File: config.mk
export PLATFORM = sky130hd
export DESIGN_NAME = mem_bus_arbiter
export DESIGN_NICKNAME = d
export VERILOG_FILES = /design/src/rtl/mem_bus_arbiter.sv
export SDC_FILE = /design/constraint.sdc
export NUM_CORES = 1
export LEC_CHECK = 0
export ABC_AREA = 1
export BUFFER_PORTS_ARGS = -buffer_cell sky130_fd_sc_hd__clkbuf_2
export CAP_MARGIN = 25
export CORE_UTILIZATION = 35
export CTS_BUF_LIST = sky130_fd_sc_hd__clkbuf_4 sky130_fd_sc_hd__clkbuf_8
export DETAILED_ROUTE_END_ITERATION = 10
export SYNTH_ARGS = -nofsm -noshare
export SYNTH_HDL_FRONTEND = slang
export SYNTH_SLANG_ARGS = --single-unit
File: constraint.sdc
create_clock -name clk -period 2.4 [get_ports clk]
set_input_delay 0.48 -clock clk [delete_from_list [all_inputs] [get_ports clk]]
set_output_delay 0.48 -clock clk [all_outputs]
set_load 0.03 [all_outputs]
File: src/rtl/mem_bus_arbiter.sv
// Round-robin arbiter and sequencer for the shared main-memory port.
// Grants one requester at a time, latches its request fields, drives the
// memory interface, and returns a one-cycle done pulse (with err on watchdog
// abort). Priority rotates past the served requester after every transaction.
module mem_bus_arbiter #(
    parameter int unsigned N_REQ   = 4,
    parameter int unsigned ADDR_W  = 12,
    parameter int unsigned DATA_W  = 8,
    parameter int unsigned TIMEOUT = 16
) (
    input  logic                      clk,
    input  logic                      rst,
    input  logic [N_REQ-1:0]          req,
    input  logic [N_REQ-1:0]          rw,
    input  logic [N_REQ*ADDR_W-1:0]   addr,
    input  logic [N_REQ*DATA_W-1:0]   wdata,
    output logic [N_REQ-1:0]          gnt,
    output logic [N_REQ-1:0]          done,
    output logic                      err,
    output logic [DATA_W-1:0]         rdata,
    output logic                      busy,
    output logic                      mem_valid,
    output logic                      mem_rw,
    output logic [ADDR_W-1:0]         mem_addr,
    output logic [DATA_W-1:0]         mem_wdata,
    input  logic                      mem_ready,
    input  logic [DATA_W-1:0]         mem_rdata
);

    localparam int unsigned PTR_W = (N_REQ > 1) ? $clog2(N_REQ) : 1;
    // Watchdog counts 0 .. TIMEOUT-1, one value per MEM cycle.
    localparam int unsigned WD_W  = (TIMEOUT > 1) ? $clog2(TIMEOUT) : 1;
    localparam logic [WD_W-1:0]  WD_LAST  = WD_W'(TIMEOUT - 1);
    localparam logic [PTR_W-1:0] IDX_LAST = PTR_W'(N_REQ - 1);

    typedef enum logic [1:0] {
        StIdle,
        StMem,
        StResp
    } state_e;

    state_e              state_q, state_d;
    logic [N_REQ-1:0]    gnt_q, gnt_d;
    logic [PTR_W-1:0]    idx_q, idx_d;
    logic [PTR_W-1:0]    ptr_q, ptr_d;
    logic [WD_W-1:0]     wd_q, wd_d;
    logic                abort_q, abort_d;
    logic [DATA_W-1:0]   rdata_q, rdata_d;
    logic                mem_rw_q, mem_rw_d;
    logic [ADDR_W-1:0]   mem_addr_q, mem_addr_d;
    logic [DATA_W-1:0]   mem_wdata_q, mem_wdata_d;

    logic                win_found;
    logic [PTR_W-1:0]    win_idx;
    int unsigned         scan_pos;

    // Round-robin search: first active request at or after ptr, wrapping.
    always_comb begin
        win_found = 1'b0;
        win_idx   = '0;
        scan_pos  = 0;
        for (int unsigned k = 0; k < N_REQ; k++) begin
            scan_pos = 32'(ptr_q) + k;
            if (scan_pos >= N_REQ) begin
                scan_pos = scan_pos - N_REQ;
            end
            if (!win_found && req[PTR_W'(scan_pos)]) begin
                win_found = 1'b1;
                win_idx   = PTR_W'(scan_pos);
            end
        end
    end

    // Next-state and datapath updates for the IDLE -> MEM -> RESP sequence.
    always_comb begin
        state_d     = state_q;
        gnt_d       = gnt_q;
        idx_d       = idx_q;
        ptr_d       = ptr_q;
        wd_d        = wd_q;
        abort_d     = abort_q;
        rdata_d     = rdata_q;
        mem_rw_d    = mem_rw_q;
        mem_addr_d  = mem_addr_q;
        mem_wdata_d = mem_wdata_q;

        case (state_q)
            StIdle: begin
                if (win_found) begin
                    state_d          = StMem;
                    gnt_d            = '0;
                    gnt_d[win_idx]   = 1'b1;
                    idx_d            = win_idx;
                    wd_d             = '0;
                    abort_d          = 1'b0;
                    // Requester fields are frozen here; later changes are ignored.
                    mem_rw_d         = rw[win_idx];
                    mem_addr_d       = addr[win_idx*ADDR_W +: ADDR_W];
                    mem_wdata_d      = wdata[win_idx*DATA_W +: DATA_W];
                end
            end
            StMem: begin
                if (mem_ready) begin
                    state_d = StResp;
                    rdata_d = mem_rw_q ? '0 : mem_rdata;
                end else if (wd_q == WD_LAST) begin
                    state_d = StResp;
                    abort_d = 1'b1;
                    rdata_d = '0;
                end else begin
                    wd_d = wd_q + 1'b1;
                end
            end
            StResp: begin
                state_d = StIdle;
                gnt_d   = '0;
                wd_d    = '0;
                abort_d = 1'b0;
                rdata_d = '0;
                // Served requester drops to lowest priority, aborted or not.
                ptr_d   = (idx_q == IDX_LAST) ? '0 : idx_q + 1'b1;
            end
            default: begin
                state_d = StIdle;
                gnt_d   = '0;
                wd_d    = '0;
                abort_d = 1'b0;
                rdata_d = '0;
            end
        endcase
    end

    // State and datapath registers; reset drops any transaction silently.
    always_ff @(posedge clk or negedge rst) begin
        if (!rst) begin
            state_q     <= StIdle;
            gnt_q       <= '0;
            idx_q       <= '0;
            ptr_q       <= '0;
            wd_q        <= '0;
            abort_q     <= 1'b0;
            rdata_q     <= '0;
            mem_rw_q    <= 1'b0;
            mem_addr_q  <= '0;
            mem_wdata_q <= '0;
        end else begin
            state_q     <= state_d;
            gnt_q       <= gnt_d;
            idx_q       <= idx_d;
            ptr_q       <= ptr_d;
            wd_q        <= wd_d;
            abort_q     <= abort_d;
            rdata_q     <= rdata_d;
            mem_rw_q    <= mem_rw_d;
            mem_addr_q  <= mem_addr_d;
            mem_wdata_q <= mem_wdata_d;
        end
    end

    assign gnt       = gnt_q;
    assign done      = (state_q == StResp) ? gnt_q : '0;
    assign err       = abort_q;
    assign rdata     = rdata_q;
    assign busy      = (state_q != StIdle);
    assign mem_valid = (state_q == StMem);
    assign mem_rw    = mem_rw_q;
    assign mem_addr  = mem_addr_q;
    assign mem_wdata = mem_wdata_q;

endmodule

==> metrics, run 1 <==
GR Util met2=a little under a third; CP delay by family, top=simple AND/OR/NAND/NOR gates; routability cong.=between 0.8 and 0.9; fin nets=around 700; Netlist cell types=23; # diodes=0; critical-path cell list=inv_2, nand2_1, nand2_1, nor2_1, nor2_2, nand3_4, nand3_4, buf_12, nand2_1, nand2_1, nand2_1, nand2_1, nand2_1, nand2_1; GRT Util Overall=about a fifth; Worst EP arrival=2.36 ns; Mapped Cells=between 400 and 500; Pleak=0.00237 uW; Mapped Avg Cell Area=6.36 um2; area added between synthesis and finish=29.8%; Slew Viols, Final=0; Hold WS=0.245 ns; r2r endpoint=mem_addr[1]; Die Span X=roughly 95 um; cts bufs inserted=5; CP dominant cell by count=nand2_1; outcome=complete, no violations; global route overflow=0; worst ir drop on vdd=about 0.95 mV; CTS sink cnt=44; Flop pwr share=between 10% and 20%; Syn Std Cell Area=between 3000 and 4000 um2; # DRC=0; fraction of registers with async set/reset=100%; Hold WC Path Type=in2async; clock power share=7.9%; sequential fraction of the synthesis area=between 30% and 40%; Final Setup Violations=0; Die ar.=8960 um2; Max-slew headroom=between 60% and 70%; hpwl dp=between 6000 and 7000 um; dominant synthesized flop cell=dfrtp_1; DR pass1 iterations=4; CP Launch Type=flop; f_max=around 470 MHz; Critical Path End=mem_addr[1]; top cell type's share of synthesized area=between 30 and 40%; Core Area=a little over 8000 um2; Final Hold Vio Count=0; clk slew on worst S/H paths=~0.090 ns; CP max FO=31; Net Switching=around 3600 uW; layout cells sized above 1=28.5%; grt met1 use=approximately 29%; Pint=2730 uW; initial antenna violation count=0; max cap viols=0; Synth Net Count=roughly 570; RSZ-0062 raised after global routing=no; Synth area leaders=dfrtp_1 (37%), nand2_1 (32%), nand4_1 (8.7%), o21ai_0 (4.2%), inv_1 (3.2%); min Tclk post-route=between 2 and 2.5 ns; critical path type=reg2reg; final worst path period share=between 80 and 90%; Critical Path RT=roughly 2.6 ns; Post-CTS Setup Repair Bufs=0; Post-Route WL=8850 um; Initial DRC Count=around 170; Stages on worst setup path=14; skew final=about 0.0096 ns; IO Count=139; Bufs on Longest Clock Path=2; Clk Latency, worst-skew pair=approximately 0.30 ns; Worst Path Buf+Inv=2; Worst Setup SP=ptr_q[0]; vias in the first global route=just under 3000; most common cell in the netlist=nand2_1; R2R depth=14; Post-synth EDFFs=0; Comb power frac=72.3%; post-synth top area cell=dfrtp_1; start of the worst register-to-register path=ptr_q[0]; WL/cell=between 10 and 15 um; crit path max-delay cell type=dfrtp_1; port bufs=138; post_cts resized=0; Worst R2R Setup Slack=0.27 ns; Hold-fix buffers, CTS=0; CTS root buf=clkbuf_8; CP Capture Type=flop; Multi-input gate area=between 1500 and 2000 um2; synthesis-stage register bit count=44; largest net degree at the start of global routing=45; drt via density=4.78; first-pass GRT wire length=14100 um; Yosys warnings=0; Max stage delay on crit path=approximately 0.47 ns; CTS tree=yes; GRT busiest layer=met2; Worst-Margin Slew=0.574 ns; FF/Latch Area=1100 um2; Filler cells=just under 900; Power, Total=around 6300 uW; via count=~3400; Die Span Y=around 95 um; initial cell density of the core=between 30% and 40%; Final ANT Viol Nets=0; # rows=33; PwrDens=around 1600 nW/um2; most common library cells after synthesis=nand2_1 (253), dfrtp_1 (44), nand4_1 (42); H-tree depth=2; Sw Share=56.7%; sum of negative setup slack=0 ns; M3 GR Usage=under 10%
[registers in the layout, indices dropped and copies added, names as in the netlist]
signal	count
err	1
gnt	4
idx_q	2
mem_addr	12
mem_rw	1
mem_wdata	8
ptr_q	2
rdata	8
state_q	2
wd_q	4
[how the worst min path moves through the flow]
stage | slack [ns] | to | start
6_report | 0.25 | mem_addr[0] | rst
5_1_grt | 0.29 | mem_addr[0] | rst
4_1_cts | 0.27 | mem_addr[0] | rst
3_5_place_dp | 0.46 | mem_addr[2] | mem_addr[2]
3_3_place_gp | 0.46 | mem_wdata[5] | mem_wdata[5]
2_1_floorplan | 0.18 | err | rst
[cells in the final DEF, fill, tap and decap left out, types with 3 or more instances in the layout]
cell type	n
nand2_1	253
clkbuf_2	138
dfrtp_1	44
nand4_1	42
inv_1	26
o21ai_0	25
nor2_1	17
nand3_1	14
buf_4	10
clkbuf_8	6
inv_2	3
nand2_2	3
a31oi_1	3
[cell families after synthesis]
logic type | after synthesis | share of synthesized area [%]
XOR/XNOR | 1 | 0.292
AND/OR/NAND/NOR | 337 | 48.3
buffers and inverters | 59 | 8.87
flip-flops | 44 | 36.7
AO/OA/AOI/OAI | 29 | 5.04
adder cells (fa/ha/maj) | 2 | 0.833
[routing by layer]
layer	share of wire, %	wire [um]
met5	0	0
met3	5.9	518
met1	48	4220
met4	0.78	69
met2	46	4050
[power groups by stage]
stage	combinational [uW]	sequential (uW)	clock, uW
detailed placement	4570	1260	0
global placement	4530	1260	0
global route	5170	1290	552
CTS	4580	1250	523
finish	4560	1250	499
floorplan	3020	1690	0
[through the flow]
| step | instance area, um2 | instances | util [%] | setup slack, ns |
|---|---|---|---|---|
| global route | 3900 | 708 | 47.2 | 0.0255 |
| global placement | 3800 | 700 | 46.0 | 0.329 |
| finish | 3900 | 708 | 47.2 | 0.274 |
| floorplan | 3000 | 472 | - | 0.626 |
| detailed placement | 3800 | 700 | 46.0 | 0.288 |
| CTS | 3900 | 708 | 47.2 | 0.292 |
[area by class of cell]
| cell class | instances | share of cell area [%] |
|---|---|---|
| multi-input cells | 369 | 42.0 |
| clock buffers | 6 | 2.12 |
| clock inverters | 2 | 0.385 |
| inverters | 31 | 2.98 |
| repair buffers | 151 | 20.9 |
| well taps | 105 | 3.37 |
| flip-flops and latches | 44 | 28.2 |
Note: power is estimated with default switching activity, not from simulation.
==> inputs of run 2 (changes only) <==
Clock period 2.4 ns to 1.99 ns, I/O delays scaled along.
==> run 2 against run 1 <==
Final area rose by 12%. The run now ends with setup timing left. First-iteration DRC count fell by 22%. Combinational power rose by 55%. Core utilization rose by 5.7 points. Die area did not move. Sequential share of layout area fell by 3.0 points. Non-clock buffer count rose by 22. Final cell count rose by 3.2%. Total power rose by 48%. Largest cell class unchanged. Count of clock-buffer cells in the layout fell by 1. Via count rose by 4.2%. Critical path depth rose by 3.
==> metrics, run 2 (same netlist as run 1, synthesis figures left out) <==
CTS sink cnt=44 (unchanged); grt met1 use=25.7% (-2.9 points); Setup WS post-layout=-0.0167 ns (-0.291 ns); fin nets=726 (+3.3%); clk slew on worst S/H paths=0.10 ns (about the same); Die Span Y=94.6 um (unchanged); initial antenna violation count=0 (unchanged); RSZ-0062 raised after global routing=yes; post-layout util=53.0% (+5.7 points); sum of negative setup slack=-0.0387 ns (-0.0387 ns); Final ANT Viol Nets=0 (unchanged); global route overflow=0 (unchanged); H-tree depth=2 (unchanged); final worst path period share=101% (+12 points); via count=3524 (+4.2%); vias in the first global route=2993 (+1.6%); drt via density=4.82 (+0.92%); Final Hold Vio Count=0 (unchanged); GRT Util Overall=19.6% (-0.27 points); Critical Path RT=2.19 ns (-0.44 ns); worst ir drop on vdd=0.863 mV (-9.4%); M3 GR Usage=3.62% (-0.40 points); # DRC=0 (unchanged); Initial DRC Count=135 (-22%); max reg flops=12 (unchanged); Clk Latency, worst-skew pair=0.30 ns (about the same); Worst EP arrival=2.20 ns (-0.16 ns); Pleak=0.00258 uW (+8.8%); Post-Route WL=9380 um (+5.9%); max cap viols=0 (unchanged); Core Area=8260 um2 (unchanged); min Tclk post-route=2.01 ns (-0.119 ns); GR Util met2=33.1% (+2.6 points); WL/cell=12.8 um (+2.6%); initial cell density of the core=36.4% (unchanged); area added between synthesis and finish=45.6%; largest net degree at the start of global routing=45 (unchanged); CP Launch Type=flop; r2r endpoint=mem_addr[2]; routability cong.=0.855 (+5.6%); PwrDens=2130 nW/um2 (+32%); Hold WC Path Type=in2async; Final Setup Violations=3 (+3); # rows=33 (unchanged); # diodes=0 (unchanged); Bufs on Longest Clock Path=2 (unchanged); CP Capture Type=flop; critical path type=reg2reg; IO Count=139 (unchanged); layout cells sized above 1=38.5% (+10 points); R2R depth=17 (+3); Hold-fix buffers, CTS=0 (unchanged); DR pass1 iterations=4 (unchanged); port bufs=138 (unchanged); most frequent cells in the layout=nand2_1 (215), clkbuf_2 (138), dfrtp_1 (43); Die ar.=8960 um2 (unchanged); skew final=0.0109 ns (+0.00127 ns); start of the worst register-to-register path=ptr_q[0]; Slew Viols, Final=0 (unchanged); most common cell after layout, fill and taps aside=nand2_1; cts bufs inserted=5 (unchanged); Worst Setup SP=ptr_q[0]; f_max=498 MHz (+5.9%); CP max FO=8 (-74%); Worst R2R Setup Slack=-0.02 ns (-0.29 ns); first-pass GRT wire length=14000 um (-0.98%); CTS tree=yes; failing checks=setup timing; CTS root buf=clkbuf_8; outcome=complete, but fails checks; Die Span X=94.6 um (unchanged); Worst-Margin Slew=0.587 ns (+0.0128 ns); hpwl dp=6710 um (+3.4%); GRT busiest layer=met2; Max-slew headroom=60.9% (-0.86 points); pre-CTS setup slack=0.0333 ns (-0.255 ns)
run 2: cell type report:
class                      count  area [um2]
inverter                      31         124
clock buffer                   5        68.8
fill                         854        3880
multi-input combinational    369        1790
sequential                    44        1100
tap                          105         131
clock inverter                 3        47.5
timing repair buffer         173        1100
timing repair inverter         1        5.00
run 2: metrics by stage:
stage | total power (uW) | cell area, um2 | hold WS (ns) | cells
global route | 10200 | 4370 | 0.220 | 731
floorplan | 5680 | 3000 | 0.102 | 472
CTS | 8120 | 4010 | 0.193 | 716
global placement | 7320 | 3900 | 0.463 | 708
finish | 9320 | 4370 | 0.167 | 731
detailed placement | 7380 | 3900 | 0.468 | 708
run 2: metal layers:
layer / vias to the layer above / routed length [um] / share of wire, %
met5: - / 0 / 0
met4: 0 / 138 / 1.5
met3: 11 / 544 / 5.8
met2: 107 / 4520 / 48
met1: 1597 / 4170 / 45
li1: 1809 / - / -
run 2: timing repair:
item                                    in CTS  in global routing
setup buffers                                0                 12
resized for setup                            0                 71
endpoints found under the setup margin       0                 29
run 2: critical path, cell delays in order (launching register included):
cell,delay (ns)
dfrtp_2,0.50
buf_6,0.16
nand2_2,0.06
nand2_2,0.08
nand2_1,0.07
nand2_2,0.07
nand2_4,0.08
nand2_4,0.06
nand2_4,0.09
nand3_4,0.11
buf_6,0.15
clkbuf_16,0.15
nand2_1,0.06
nand2_1,0.05
nand2_1,0.05
nand2_1,0.05
nand2_1,0.05
nand2_1,0.05
run 2: report_power, final:
group | switching (uW) | leakage (uW) | internal (uW)
Sequential | 253 | 0.000567 | 1280
Clock | 343 | 0.0000583 | 379
Combinational | 4290 | 0.00196 | 2780
Total | 4880 | 0.00258 | 4440
run 2: worst max-delay path by stage:
stage	endpoint	slack (ns)	cells past startpoint
global placement	mem_wdata[2]	0.06	16
floorplan	wd_q[3]	0.22	8
detailed placement	mem_wdata[2]	0.03	15
CTS	mem_wdata[2]	0.01	15
global route	mem_addr[2]	-0.12	17
finish	mem_addr[2]	-0.02	17
==> inputs of run 3 (changes only) <==
Settings changed: PLACE_DENSITY_LB_ADDON set to 0.05, REMOVE_ABC_BUFFERS set to 1.
==> run 3 against run 2 <==
The run now ends clean. Via count is 1.9% lower. Clock skew fell by 0.0055 ns. Non-clock buffer count down 15. Worst hold slack improved by 0.0019 ns. Fmax increased by 2.9%. Final area fell by 3.8%. Global-route usage is 0.55 points lower. Count of clock-buffer cells in the layout unchanged. Highest routed layer unchanged.
==> metrics, run 3 (same netlist as run 1, synthesis figures left out) <==
layout cells sized above 1=34.7% (-3.8 points); clock power share=8.0% (+0.3 points); critical-path cell list=buf_12, clkinv_8, nand2_2, nand2_4, nand2_2, nand2_2, nand2_2, nand2_2, nand2_4, nand3_4, clkbuf_16, nand2_1, nand2_1, nand2_1, nand2_1, nand2_1, nand2_1; most frequent cells in the layout=nand2_1 (231), clkbuf_2 (138), nand4_1 (42), dfrtp_1 (42), inv_1 (26); Net Switching=4650 uW (-4.8%); Worst Path Buf+Inv=3 (unchanged); CP Launch Type=flop; Final Hold Vio Count=0 (unchanged); Critical Path RT=2.18 ns (about the same); Die ar.=8960 um2 (unchanged); Initial DRC Count=100 (-26%); CP dominant cell by count=nand2_1; port bufs=138 (unchanged); Die Span X=94.6 um (unchanged); crit path max-delay cell type=dfrtp_2; max reg flops=12 (unchanged); skew final=0.00540 ns (-0.00548 ns); Core Area=8260 um2 (unchanged); FF/Latch Area=1100 um2 (+0.11%); routability cong.=0.822 (-3.8%); initial antenna violation count=0 (unchanged); Pleak=0.00248 uW (-3.8%); critical path type=reg2reg; worst ir drop on vdd=1.06 mV (+23%); Comb power frac=74.2% (-1.6 points); min Tclk post-route=1.95 ns (-0.0569 ns); area added between synthesis and finish=40.1%; max cap viols=0 (unchanged); # diodes=0 (unchanged); Setup WS post-layout=0.0403 ns (+0.0569 ns); pre-CTS setup slack=-0.0401 ns (-0.0735 ns); CP Capture Type=flop; global route overflow=0 (unchanged); final worst path period share=98.0% (-2.9 points); Pint=3910 uW (-12%); drt via density=4.83 (+0.12%); final design area excluding fillers=4210 um2 (-3.8%); PwrDens=2030 nW/um2 (-4.6%); CTS sink cnt=44 (unchanged); initial cell density of the core=36.4% (unchanged); GRT Util Overall=19.0% (-0.55 points); first-pass GRT wire length=13400 um (-4.0%); f_max=513 MHz (+2.9%); via count=3456 (-1.9%); Max-slew headroom=61.7% (+0.86 points); IO Count=139 (unchanged); CTS root buf=clkbuf_8; hpwl dp=6200 um (-7.5%); Final ANT Viol Nets=0 (unchanged); Sw Share=54.3% (+1.9 points); Max stage delay on crit path=0.47 ns (-0.03 ns); outcome=complete, no violations; Die Span Y=94.6 um (unchanged); # rows=33 (unchanged); H-tree depth=2 (unchanged); WL/cell=12.4 um (-3.5%); Filler cells=857 (+0.35%); CP delay by family, top=simple AND/OR/NAND/NOR gates; Hold WS=0.169 ns (+0.00192 ns); largest net degree at the start of global routing=45 (unchanged); RSZ-0062 raised after global routing=yes; clk slew on worst S/H paths=0.09 ns (about the same); Bufs on Longest Clock Path=2 (unchanged); Post-Route WL=8860 um (-5.5%); post-layout util=51.0% (-2.0 points); Clk Latency, worst-skew pair=0.30 ns (about the same); Worst-Margin Slew=0.574 ns (-0.0129 ns); DR pass1 iterations=4 (unchanged); Placed Area=3830 um2 (-1.8%); Final Setup Violations=0 (-3); cts bufs inserted=5 (unchanged); Slew Viols, Final=0 (unchanged); Flop pwr share=17.9% (+1.5 points); most common cell after layout, fill and taps aside=nand2_1; CP max FO=15 (+7); Worst EP arrival=2.14 ns (-0.06 ns); CTS tree=yes; Multi-input gate area=1760 um2 (-1.8%); Hold WC Path Type=in2async; vias in the first global route=3020 (+0.90%); # DRC=0 (unchanged); fin nets=711 (-2.1%)
-- run 3: changes by cell type in the layout (fill, tap and decap cells not counted), sizes merged --
cell	delta
clkbuf	+1
clkinvlp	+3
clkinv	-3
buf	-16
-- run 3: path summary, 6_finish.rpt --
kind	cells after the start	endpoint	startpoint	slack [ns]
max	17	mem_wdata[3]	ptr_q[0]	0.04
max reg2reg	17	mem_wdata[3]	ptr_q[0]	0.04
min	2	mem_addr[6]	rst	0.17
max in group asynchronous	2	ptr_q[1]	rst	1.42
min reg2reg	2	mem_addr[5]	mem_addr[5]	0.48
min in group clk	2	state_q[0]	mem_ready	0.32
-- run 3: timing repair --
item | in CTS | in global routing
hold buffers | 0 | 0
setup buffers | 1 | 2
gates cloned | 0 | 3
pin swaps | 0 | 4
setup endpoints to repair | 21 | 30
gates resized for setup | 3 | 53
-- run 3: final cells by class --
| type | instances | share of cell area (%) |
|---|---|---|
| clock inverter | 3 | 1.01 |
| timing repair inverter | 1 | 0.178 |
| multi-input combinational | 369 | 41.8 |
| timing repair buffer | 158 | 22.8 |
| sequential | 44 | 26.2 |
| clock buffer | 5 | 1.64 |
| inverter | 31 | 3.21 |
| tap | 105 | 3.12 |
-- run 3: layer usage --
metal	vias to the layer above	global-route usage, %	wire length (um)
met4	0	3.91	72
met5	-	0	0
met1	1555	23.5	3980
li1	1783	-	-
met2	113	33.9	4270
met3	5	3.95	538
-- run 3: worst register-to-register path, stage by stage (launching register included) --
cell and delay (ns):
dfrtp_2 0.47, buf_12 0.14, clkinv_8 0.06, nand2_2 0.08
nand2_4 0.06, nand2_2 0.07, nand2_2 0.06, nand2_2 0.09
nand2_2 0.07, nand2_4 0.09, nand3_4 0.13, clkbuf_16 0.21
nand2_1 0.06, nand2_1 0.05, nand2_1 0.05, nand2_1 0.05
nand2_1 0.05, nand2_1 0.04
-- run 3: through the flow --
step,cells,power (uW),setup TNS [ns]
detailed placement,702,7130,-0.178
floorplan,444,5290,-14.34
CTS,711,7900,0
finish,716,8560,0
global placement,702,7080,0
global route,716,9390,-2.30
-- run 3: power groups by stage --
| stage | Sequential (uW) | Combinational, uW | Clock [uW] |
|---|---|---|---|
| after detailed placement | 1520 | 5600 | 0 |
| after CTS | 1510 | 5670 | 711 |
| after floorplan | 2050 | 3230 | 0 |
| after global routing | 1570 | 7070 | 741 |
| final | 1530 | 6350 | 683 |
| after global placement | 1520 | 5560 | 0 |
